$ cat src/rtl/miriscv_test_seq.sv
// Self-checking campaign sequencer for miriscv: patches an addi per operand, resets and runs the core, grades the result.
// Optional MIRISCV_TEST_SEQ_EARLY_EXIT_EN: halt_i ends RUN early and a run without halt is graded as a failure.
module miriscv_test_seq #(
  parameter int unsigned NUM_VECTORS = 4,
  parameter int unsigned RST_CYCLES  = 1,
  parameter int unsigned RUN_CYCLES  = 300,
  parameter int unsigned RD_IDX      = 1,
  parameter int unsigned PATCH_ADDR  = 0
) (
  input  logic                                                  clk_i,
  input  logic                                                  rst_i,
  input  logic                                                  start_i,
  input  logic [12*NUM_VECTORS-1:0]                             vec_i,
  input  logic [NUM_VECTORS-1:0]                                exp_i,
  input  logic [31:0]                                           result_i,
  input  logic                                                  halt_i,
  output logic                                                  patch_we_o,
  output logic [31:0]                                           patch_addr_o,
  output logic [31:0]                                           patch_data_o,
  output logic                                                  core_rst_o,
  output logic                                                  busy_o,
  output logic                                                  done_o,
  output logic [((NUM_VECTORS > 1) ? $clog2(NUM_VECTORS) : 1)-1:0] vec_idx_o,
  output logic [NUM_VECTORS-1:0]                                pass_mask_o,
  output logic [$clog2(NUM_VECTORS+1)-1:0]                      fail_cnt_o
);

  localparam int unsigned IDX_W   = (NUM_VECTORS > 1) ? $clog2(NUM_VECTORS) : 1;
  localparam int unsigned FC_W    = $clog2(NUM_VECTORS + 1);
  localparam int unsigned CNT_MAX = (RUN_CYCLES > RST_CYCLES) ? RUN_CYCLES : RST_CYCLES;
  localparam int unsigned CNT_W   = $clog2(CNT_MAX + 1);

  typedef enum logic [2:0] {
    S_IDLE, S_PATCH, S_RESET, S_RUN, S_CHECK, S_DONE
  } state_e;

  state_e                   state_q, state_d;
  logic [CNT_W-1:0]         cnt_q, cnt_d;
  logic [IDX_W-1:0]         idx_q, idx_d;
  logic [NUM_VECTORS-1:0]   mask_q, mask_d;
  logic [FC_W-1:0]          fail_q, fail_d;
  logic                     patch_we_q, patch_we_d;
  logic [31:0]              patch_data_q, patch_data_d;
  logic                     core_rst_q, core_rst_d;
  logic                     busy_q, busy_d;
  logic                     done_q, done_d;
  logic                     pass_c;
  logic [11:0]              imm_c;
  logic [31:0]              ins_c;
`ifdef MIRISCV_TEST_SEQ_EARLY_EXIT_EN
  logic                     timeout_q, timeout_d;
`else
  logic                     unused_halt;
  assign unused_halt = halt_i;
`endif

  // Next-state and campaign bookkeeping
  always_comb begin
    state_d = state_q;
    cnt_d   = cnt_q;
    idx_d   = idx_q;
    mask_d  = mask_q;
    fail_d  = fail_q;
    pass_c  = 1'b0;
`ifdef MIRISCV_TEST_SEQ_EARLY_EXIT_EN
    timeout_d = timeout_q;
`endif
    case (state_q)
      S_IDLE: begin
        if (start_i) begin
          state_d = S_PATCH;
          idx_d   = '0;
          mask_d  = '0;
          fail_d  = '0;
        end
      end
      S_PATCH: begin
        state_d = S_RESET;
        cnt_d   = CNT_W'(RST_CYCLES - 1);
      end
      S_RESET: begin
        if (cnt_q == '0) begin
          state_d = S_RUN;
          cnt_d   = CNT_W'(RUN_CYCLES - 1);
`ifdef MIRISCV_TEST_SEQ_EARLY_EXIT_EN
          timeout_d = 1'b0;
`endif
        end else begin
          cnt_d = cnt_q - CNT_W'(1);
        end
      end
      S_RUN: begin
`ifdef MIRISCV_TEST_SEQ_EARLY_EXIT_EN
        if (halt_i) begin
          state_d = S_CHECK;
        end else if (cnt_q == '0) begin
          state_d   = S_CHECK;
          timeout_d = 1'b1;
        end else begin
          cnt_d = cnt_q - CNT_W'(1);
        end
`else
        if (cnt_q == '0) begin
          state_d = S_CHECK;
        end else begin
          cnt_d = cnt_q - CNT_W'(1);
        end
`endif
      end
      S_CHECK: begin
        pass_c = ((|result_i) == exp_i[idx_q]);
`ifdef MIRISCV_TEST_SEQ_EARLY_EXIT_EN
        pass_c = pass_c && !timeout_q;
`endif
        mask_d[idx_q] = pass_c;
        if (!pass_c) fail_d = fail_q + FC_W'(1);
        if (idx_q == IDX_W'(NUM_VECTORS - 1)) begin
          state_d = S_DONE;
        end else begin
          idx_d   = idx_q + IDX_W'(1);
          state_d = S_PATCH;
        end
      end
      S_DONE:  state_d = S_IDLE;
      default: state_d = S_IDLE;
    endcase
  end

  // Moore outputs decoded from the next state so they register in step with it
  always_comb begin
    imm_c        = vec_i[12*idx_d +: 12];
    ins_c        = {imm_c, 5'd0, 3'b000, 5'(RD_IDX), 7'b0010011};
    patch_we_d   = (state_d == S_PATCH);
    patch_data_d = patch_we_d ? {ins_c[7:0], ins_c[15:8], ins_c[23:16], ins_c[31:24]} : 32'd0;
    core_rst_d   = (state_d != S_RUN);
    busy_d       = (state_d != S_IDLE);
    done_d       = (state_d == S_DONE);
  end

  always_ff @(posedge clk_i) begin
    if (rst_i) begin
      state_q      <= S_IDLE;
      cnt_q        <= '0;
      idx_q        <= '0;
      mask_q       <= '0;
      fail_q       <= '0;
      patch_we_q   <= 1'b0;
      patch_data_q <= '0;
      core_rst_q   <= 1'b1;
      busy_q       <= 1'b0;
      done_q       <= 1'b0;
`ifdef MIRISCV_TEST_SEQ_EARLY_EXIT_EN
      timeout_q    <= 1'b0;
`endif
    end else begin
      state_q      <= state_d;
      cnt_q        <= cnt_d;
      idx_q        <= idx_d;
      mask_q       <= mask_d;
      fail_q       <= fail_d;
      patch_we_q   <= patch_we_d;
      patch_data_q <= patch_data_d;
      core_rst_q   <= core_rst_d;
      busy_q       <= busy_d;
      done_q       <= done_d;
`ifdef MIRISCV_TEST_SEQ_EARLY_EXIT_EN
      timeout_q    <= timeout_d;
`endif
    end
  end

  assign patch_addr_o = 32'(PATCH_ADDR);
  assign patch_we_o   = patch_we_q;
  assign patch_data_o = patch_data_q;
  assign core_rst_o   = core_rst_q;
  assign busy_o       = busy_q;
  assign done_o       = done_q;
  assign vec_idx_o    = idx_q;
  assign pass_mask_o  = mask_q;
  assign fail_cnt_o   = fail_q;

endmodule
$ cat config.mk
export PLATFORM = sky130hd
export DESIGN_NAME = miriscv_test_seq
export DESIGN_NICKNAME = d
export VERILOG_FILES = /design/src/rtl/miriscv_test_seq.sv
export SDC_FILE = /design/constraint.sdc
export NUM_CORES = 1
export LEC_CHECK = 0
export ABC_AREA = 1
export CAP_MARGIN = 30
export CORE_ASPECT_RATIO = 1.25
export CORE_MARGIN = 1.5
export CORE_UTILIZATION = 38
export CTS_BUF_LIST = sky130_fd_sc_hd__clkbuf_4
export CTS_CLUSTER_DIAMETER = 100
export DETAILED_ROUTE_END_ITERATION = 7
export PLACE_DENSITY = 0.84
export SYNTH_ARGS = -nofsm -noshare
export SYNTH_HDL_FRONTEND = slang
export SYNTH_SLANG_ARGS = --single-unit
$ cat constraint.sdc
create_clock -name clk_i -period 2.3 [get_ports clk_i]
set_clock_uncertainty 0.2 [all_clocks]
set_input_delay 0.69 -clock clk_i [delete_from_list [all_inputs] [get_ports clk_i]]
set_output_delay 0.69 -clock clk_i [all_outputs]
set_load 0.02 [all_outputs]
Word level (Yosys, flattened, before mapping)
Cells that the tools add are included.
Operators by class
  add/sub/neg operators: 3
  multipliers: 1
  magnitude comparators: 2
  equality and inequality tests: 12
  shifts and indexed selects: 1
  muxes and demuxes: 22
  bitwise operators: 1
  reductions and logical operators: 11
Operator list (number)
  variable part select 48 x 7 -> 12 bit: 1
  2-to-1 mux 32 bit: 1
  OR reduction 32 bit: 1
  one-hot mux 9 bit (3 select lines): 1
  2-to-1 mux 3 bit: 6
  2-to-1 mux 9 bit: 2
  one-hot mux 3 bit (5 select lines): 1
  zero test 9 bit: 1
  subtractor 9 x 1 -> 9 bit (second input constant): 1
  one-hot mux 4 bit (2 select lines): 1
  equality test 3 x 1 -> 1 bit (second input constant): 2
  equality test 3 x 2 -> 1 bit (second input constant): 2
  equality test 3 bit (second input constant): 2
  != test 2 bit (second input constant): 3
  one-hot mux 3 bit (2 select lines): 1
  nonzero test 3 bit: 2
  bitwise mux 4 bit: 1
  multiplier 2 x 2 -> 4 bit (first input constant): 1
  2-to-1 mux 2 bit: 2
  2-to-1 mux 4 bit: 1
  one-hot mux 2 bit (2 select lines): 1
  AND reduction 2 bit: 2
  adder 3 x 1 -> 3 bit (second input constant): 1
  zero test 3 bit: 1
  14 further kinds: 15
Word-level totals
  flip-flop bits (word level): 57
  input port bits: 88
  output and inout bits: 77
  word-level logic and storage cells: 64

Longest topological paths before layout
  depth in word-level cells: 6
  depth in mapped cells: 14
  depth with buffers taken out: 13

Worst setup path after synthesis
Ideal clock, no wire load.
  path type: input to register
  start point: input port start_i
  end point: register patch_data_q[13] (netlist: patch_data_o[13])
  library setup time: 0.120 ns
  data arrival time: 1.519 ns
  data required time: 1.980 ns
  path slack: 0.461 ns
  stages on the path: 9
  path buffers: 1
  path through: o21ai_2 -> nand2_1 -> nand2_4 -> inv_4 -> buf_6 -> nor2_1 -> nor2_1 -> o21ai_0 -> a21oi_2
Between the ends
  cells in the longest elaborated chain, start to end: 5
  elaborated cells between the ends (all ways): 9
  classes of those cells: mul (1); eq/ne (1); shift (1); mux (4); bitwise (1); reduce/logical (1)
Ends and longest elaborated chain
  start: declaration: line 12  | input logic start_i,
  parallel branches: the longest is 5 deep, another holds multiplier 2 x 2 -> 4 bit
  end signal: assignment: line 162  | patch_data_q <= patch_data_d;
  end: declaration: line 43  | logic [31:0] patch_data_q, patch_data_d;
Several ways; the timed one is not identified.
A chain may end at the register's enable or synchronous reset.

Final worst setup path
  start point: register fail_q[1] (netlist: fail_cnt_o[1])
  end point: output port fail_cnt_o[1]
RTL lines
  start: declaration: line 41  | logic [FC_W-1:0] fail_q, fail_d;
  start signal: assignment: line 160  | fail_q <= fail_d;
  end: declaration: line 25  | output logic [$clog2(NUM_VECTORS+1)-1:0] fail_cnt_o
No word-level cell between the ends.

==> metrics.log <==
INFO  metric drive_gt1_share = between 10% and 20%
INFO  metric timing.setup.critical_path_class = reg -> out
INFO  metric synth_area = 0.00255 mm²
INFO  metric flow.area_growth_from_synthesis = 46.7%
INFO  metric numPlacedInstances = between 500 and 600
INFO  metric drt_first_iter_violations = roughly 50
INFO  metric drcViolationCount = 0
INFO  metric yosys_warnings = 0
INFO  metric syn_inst = 360
INFO  metric cts_max_path_buffers = 2
INFO  metric rr_startpoint = cnt_q[0]$_SDFFE_PP0P_
INFO  metric cts_made_buffers = 5
INFO  metric grt_pass1_wl = roughly 10 mm
INFO  metric crit_path_buf_inv_count = 1
INFO  metric end_kind = output port
INFO  metric clk_latency = around 350 ps
INFO  metric cts_tree = yes
INFO  metric io_pins = 165
INFO  metric finalNetCount = ~570
INFO  metric post-route-period-util = 97.1%
INFO  metric synth_cell_types = 34
INFO  metric initial_antenna_violation_count = 0
INFO  metric grt_overflow = 0
INFO  metric reg2reg_setup_slack = between 200 and 300 ps
INFO  metric cp_data_required_time = about 1400 ps
INFO  metric fin_total_pwr = about 2.6 mW
INFO  metric ys_dominant_reg_cell = dfxtp_1
INFO  metric cts.repair_timing.setup_buffer_count = 0
INFO  metric cp_data_arrival_time = about 1300 ps
INFO  metric synth.yosys.seq_area_share = slightly below 30%
INFO  metric grt_max_degree = 26
INFO  metric dr.pass1.iters = 4
INFO  metric globalplace.congestion = approximately 0.86
INFO  metric synth_seq_cells = 37
INFO  metric final-max-slew-violation-count = 0
INFO  metric timing.critical_path.slowest_cell_delay = slightly above 600 ps
INFO  metric rsz0062_at_grt = false
INFO  metric final.setup.tns = 0 ps
INFO  metric status = completed
INFO  metric power-per-cell-area = slightly below 700 mW/mm²
INFO  metric timing.critical_path.cells = clkdlybuf4s50_1
INFO  metric postSynth.asyncResetShare = 0%
INFO  metric clock_tree.root_cell = clkbuf_4
INFO  metric floorplan.initialDensity = about two fifths
INFO  metric syn-mean-instance-area = between 7 and 8 µm²
INFO  metric groute.usage.overall = about 17%
INFO  metric dieHeight = between 90 and 100 µm
INFO  metric timing.critical_path.slowest_stage_cell = clkdlybuf4s50_1
INFO  metric worst_r2r_endpoint = patch_data_o[2]$_SDFF_PP0_
INFO  metric std_cell_rows = 33
INFO  metric fin_crit = approximately 2200 ps
INFO  metric io_buffers = about 120
INFO  metric grt_pass1_vias = around 2400
INFO  metric max_freq = between 400 and 500 MHz
INFO  metric total_number_of_cells_along_the_worst_setup_path = 1
INFO  metric worstPathMaxFanout = 3
INFO  metric ff2ff_path_depth = 13
INFO  metric via_count = approximately 2500
INFO  metric path_delay_family = buffers and inverters
INFO  metric max-vdd-ir-drop = roughly 430 µV
INFO  metric startpoint_type_of_the_worst_setup_path = register
INFO  metric timing_hold_violations_final = 0
INFO  metric timing.critical_path.from = fail_cnt_o[1]$_SDFFE_PP0P_
INFO  metric endpoint = fail_cnt_o[1]
INFO  metric setup-violations-final = 0
INFO  metric cap_viol_max_count = 0
INFO  metric core_area = between 0.006 and 0.007 mm²
INFO  metric postLayoutCoreUtil = 57.3%
INFO  metric cts-htree-levels = 2
INFO  metric num_antenna_cells = 0
INFO  metric cts.reportedPaths.clkPinSlew = roughly 110 ps
INFO  metric fp.dieArea = around 0.0072 mm²
INFO  metric detail_route.vias_per_cell = between 4 and 5
INFO  metric wl_per_cell = roughly 11 µm
INFO  metric route.final.wire_length = roughly 6.3 mm
INFO  metric place_hpwl = 5.20 mm
INFO  metric number_of_antenna_violating_nets_in_the_routed_design = 0
INFO  metric cts_sinks = 37
INFO  metric floorplan.die.width = 76.2 µm
INFO  metric min-delay-path-class = reg -> reg
INFO  metric number_of_flops_mapped_to_enable_cells_by_yosys = 0
INFO  metric holdWs = around 310 ps
INFO  metric power.static_leakage = 1.68 nW
INFO  metric final_cell_count_no_fill = roughly 570
INFO  metric filler_cell_count = 631
stage by stage:
stage                     instance area [µm²]  setup slack (ps)
final                                    3740              67.8
after global placement                   3640              -102
after global routing                     3740              25.1
after CTS                                3720              15.3
after floorplan                          2720               461
after detailed placement                 3640              -112
flip-flops by register name (all words and copies together), names as in the netlist:
register / flops
cnt_q: 9
core_rst_o: 1
pass_mask_o: 4
done_o: 1
vec_idx_o: 2
patch_data_o: 13
state_q: 3
fail_cnt_o: 3
busy_o: 1
where the power goes:
part / leakage [nW] / total, mW / switching, mW / internal [mW]
clock network: 0.0389 / 0.448 / 0.223 / 0.225
registers: 0.301 / 0.848 / 0.0909 / 0.757
logic: 1.34 / 1.28 / 0.722 / 0.560
synth_stat cells (4+ instances only):
| cell type | n | share of area (%) |
|---|---|---|
| a21oi_1 | 16 | 3.1 |
| a21oi_2 | 9 | 3.1 |
| buf_4 | 52 | 15 |
| buf_6 | 4 | 1.8 |
| dfxtp_1 | 37 | 29 |
| inv_1 | 30 | 4.4 |
| inv_2 | 4 | 0.59 |
| nand2_1 | 37 | 5.5 |
| nand3_1 | 15 | 2.9 |
| nor2_1 | 63 | 9.3 |
| nor2_2 | 4 | 0.98 |
| o21ai_0 | 32 | 6.3 |
| o21ai_1 | 4 | 0.79 |
| o21bai_1 | 12 | 3.5 |
layout by cell type, fill, tap and decap left out, types with 2 or more instances in the layout:
master | netlist | final
clkdlybuf4s50_1 | 0 | 107
nor2_1 | 63 | 63
conb_1 | 1 | 48
nand2_1 | 37 | 37
dfxtp_1 | 37 | 37
o21ai_0 | 32 | 32
inv_1 | 30 | 30
a21oi_1 | 16 | 16
nand3_1 | 15 | 15
o21bai_1 | 12 | 12
buf_4 | 52 | 10
a21oi_2 | 9 | 9
dlymetal6s2s_1 | 0 | 7
clkbuf_4 | 0 | 5
inv_2 | 4 | 4
nor2_2 | 4 | 4
o21ai_1 | 4 | 4
nand4_1 | 3 | 3
o21ai_2 | 3 | 3
nor2_4 | 3 | 3
nand2_2 | 3 | 3
nor3_1 | 3 | 3
xor2_1 | 3 | 3
ha_1 | 3 | 3
nand3b_1 | 2 | 2
nand2_4 | 2 | 2
inv_4 | 2 | 2
xnor2_1 | 2 | 2
buf_12 | 0 | 2
timing repair:
item	CTS	global route
endpoints found under the setup margin	1	7
gates resized for setup	1	7
endpoints found under the hold margin	0	0
hold buffers	0	0
pin swaps	0	0
area by class of cell:
cell class | count | area (µm²) | area share, %
inverters | 36 | 140 | 3.75
clock inverters | 3 | 41.3 | 1.11
multi-input cells | 273 | 1390 | 37.1
well taps | 87 | 109 | 2.91
clock buffers | 5 | 37.5 | 1.00
repair buffers | 127 | 1280 | 34.3
flip-flops and latches | 37 | 741 | 19.8
logic make-up after synthesis:
logic type	Yosys count	share of synthesized area (%)
adder cells (fa/ha/maj)	3	1.47
buffers and inverters	97	23.5
AND/OR/NAND/NOR	137	24.7
AO/OA/AOI/OAI	80	19.4
other	1	0.147
XOR/XNOR	5	1.72
flip-flops	37	29.1
layer usage:
layer	vias to the layer above	global-route usage, %	share of wire (%)
li1	1293	-	-
met2	118	35.2	54
met3	12	6.09	9.5
met4	0	7.41	2.2
met5	-	0	0
met1	1126	14.7	34
worst min path at each step:
stage	cells past startpoint	slack (ps)	to	startpoint
after floorplan	2	270	cnt_q[8]$_SDFFE_PP0P_	cnt_q[8]$_SDFFE_PP0P_
after global placement	2	290	cnt_q[8]$_SDFFE_PP0P_	cnt_q[8]$_SDFFE_PP0P_
after detailed placement	2	300	cnt_q[8]$_SDFFE_PP0P_	cnt_q[8]$_SDFFE_PP0P_
after CTS	2	320	cnt_q[8]$_SDFFE_PP0P_	cnt_q[8]$_SDFFE_PP0P_
after global routing	2	350	cnt_q[8]$_SDFFE_PP0P_	cnt_q[8]$_SDFFE_PP0P_
final	2	310	cnt_q[8]$_SDFFE_PP0P_	cnt_q[8]$_SDFFE_PP0P_
Power figures use the tool's default switching activity.
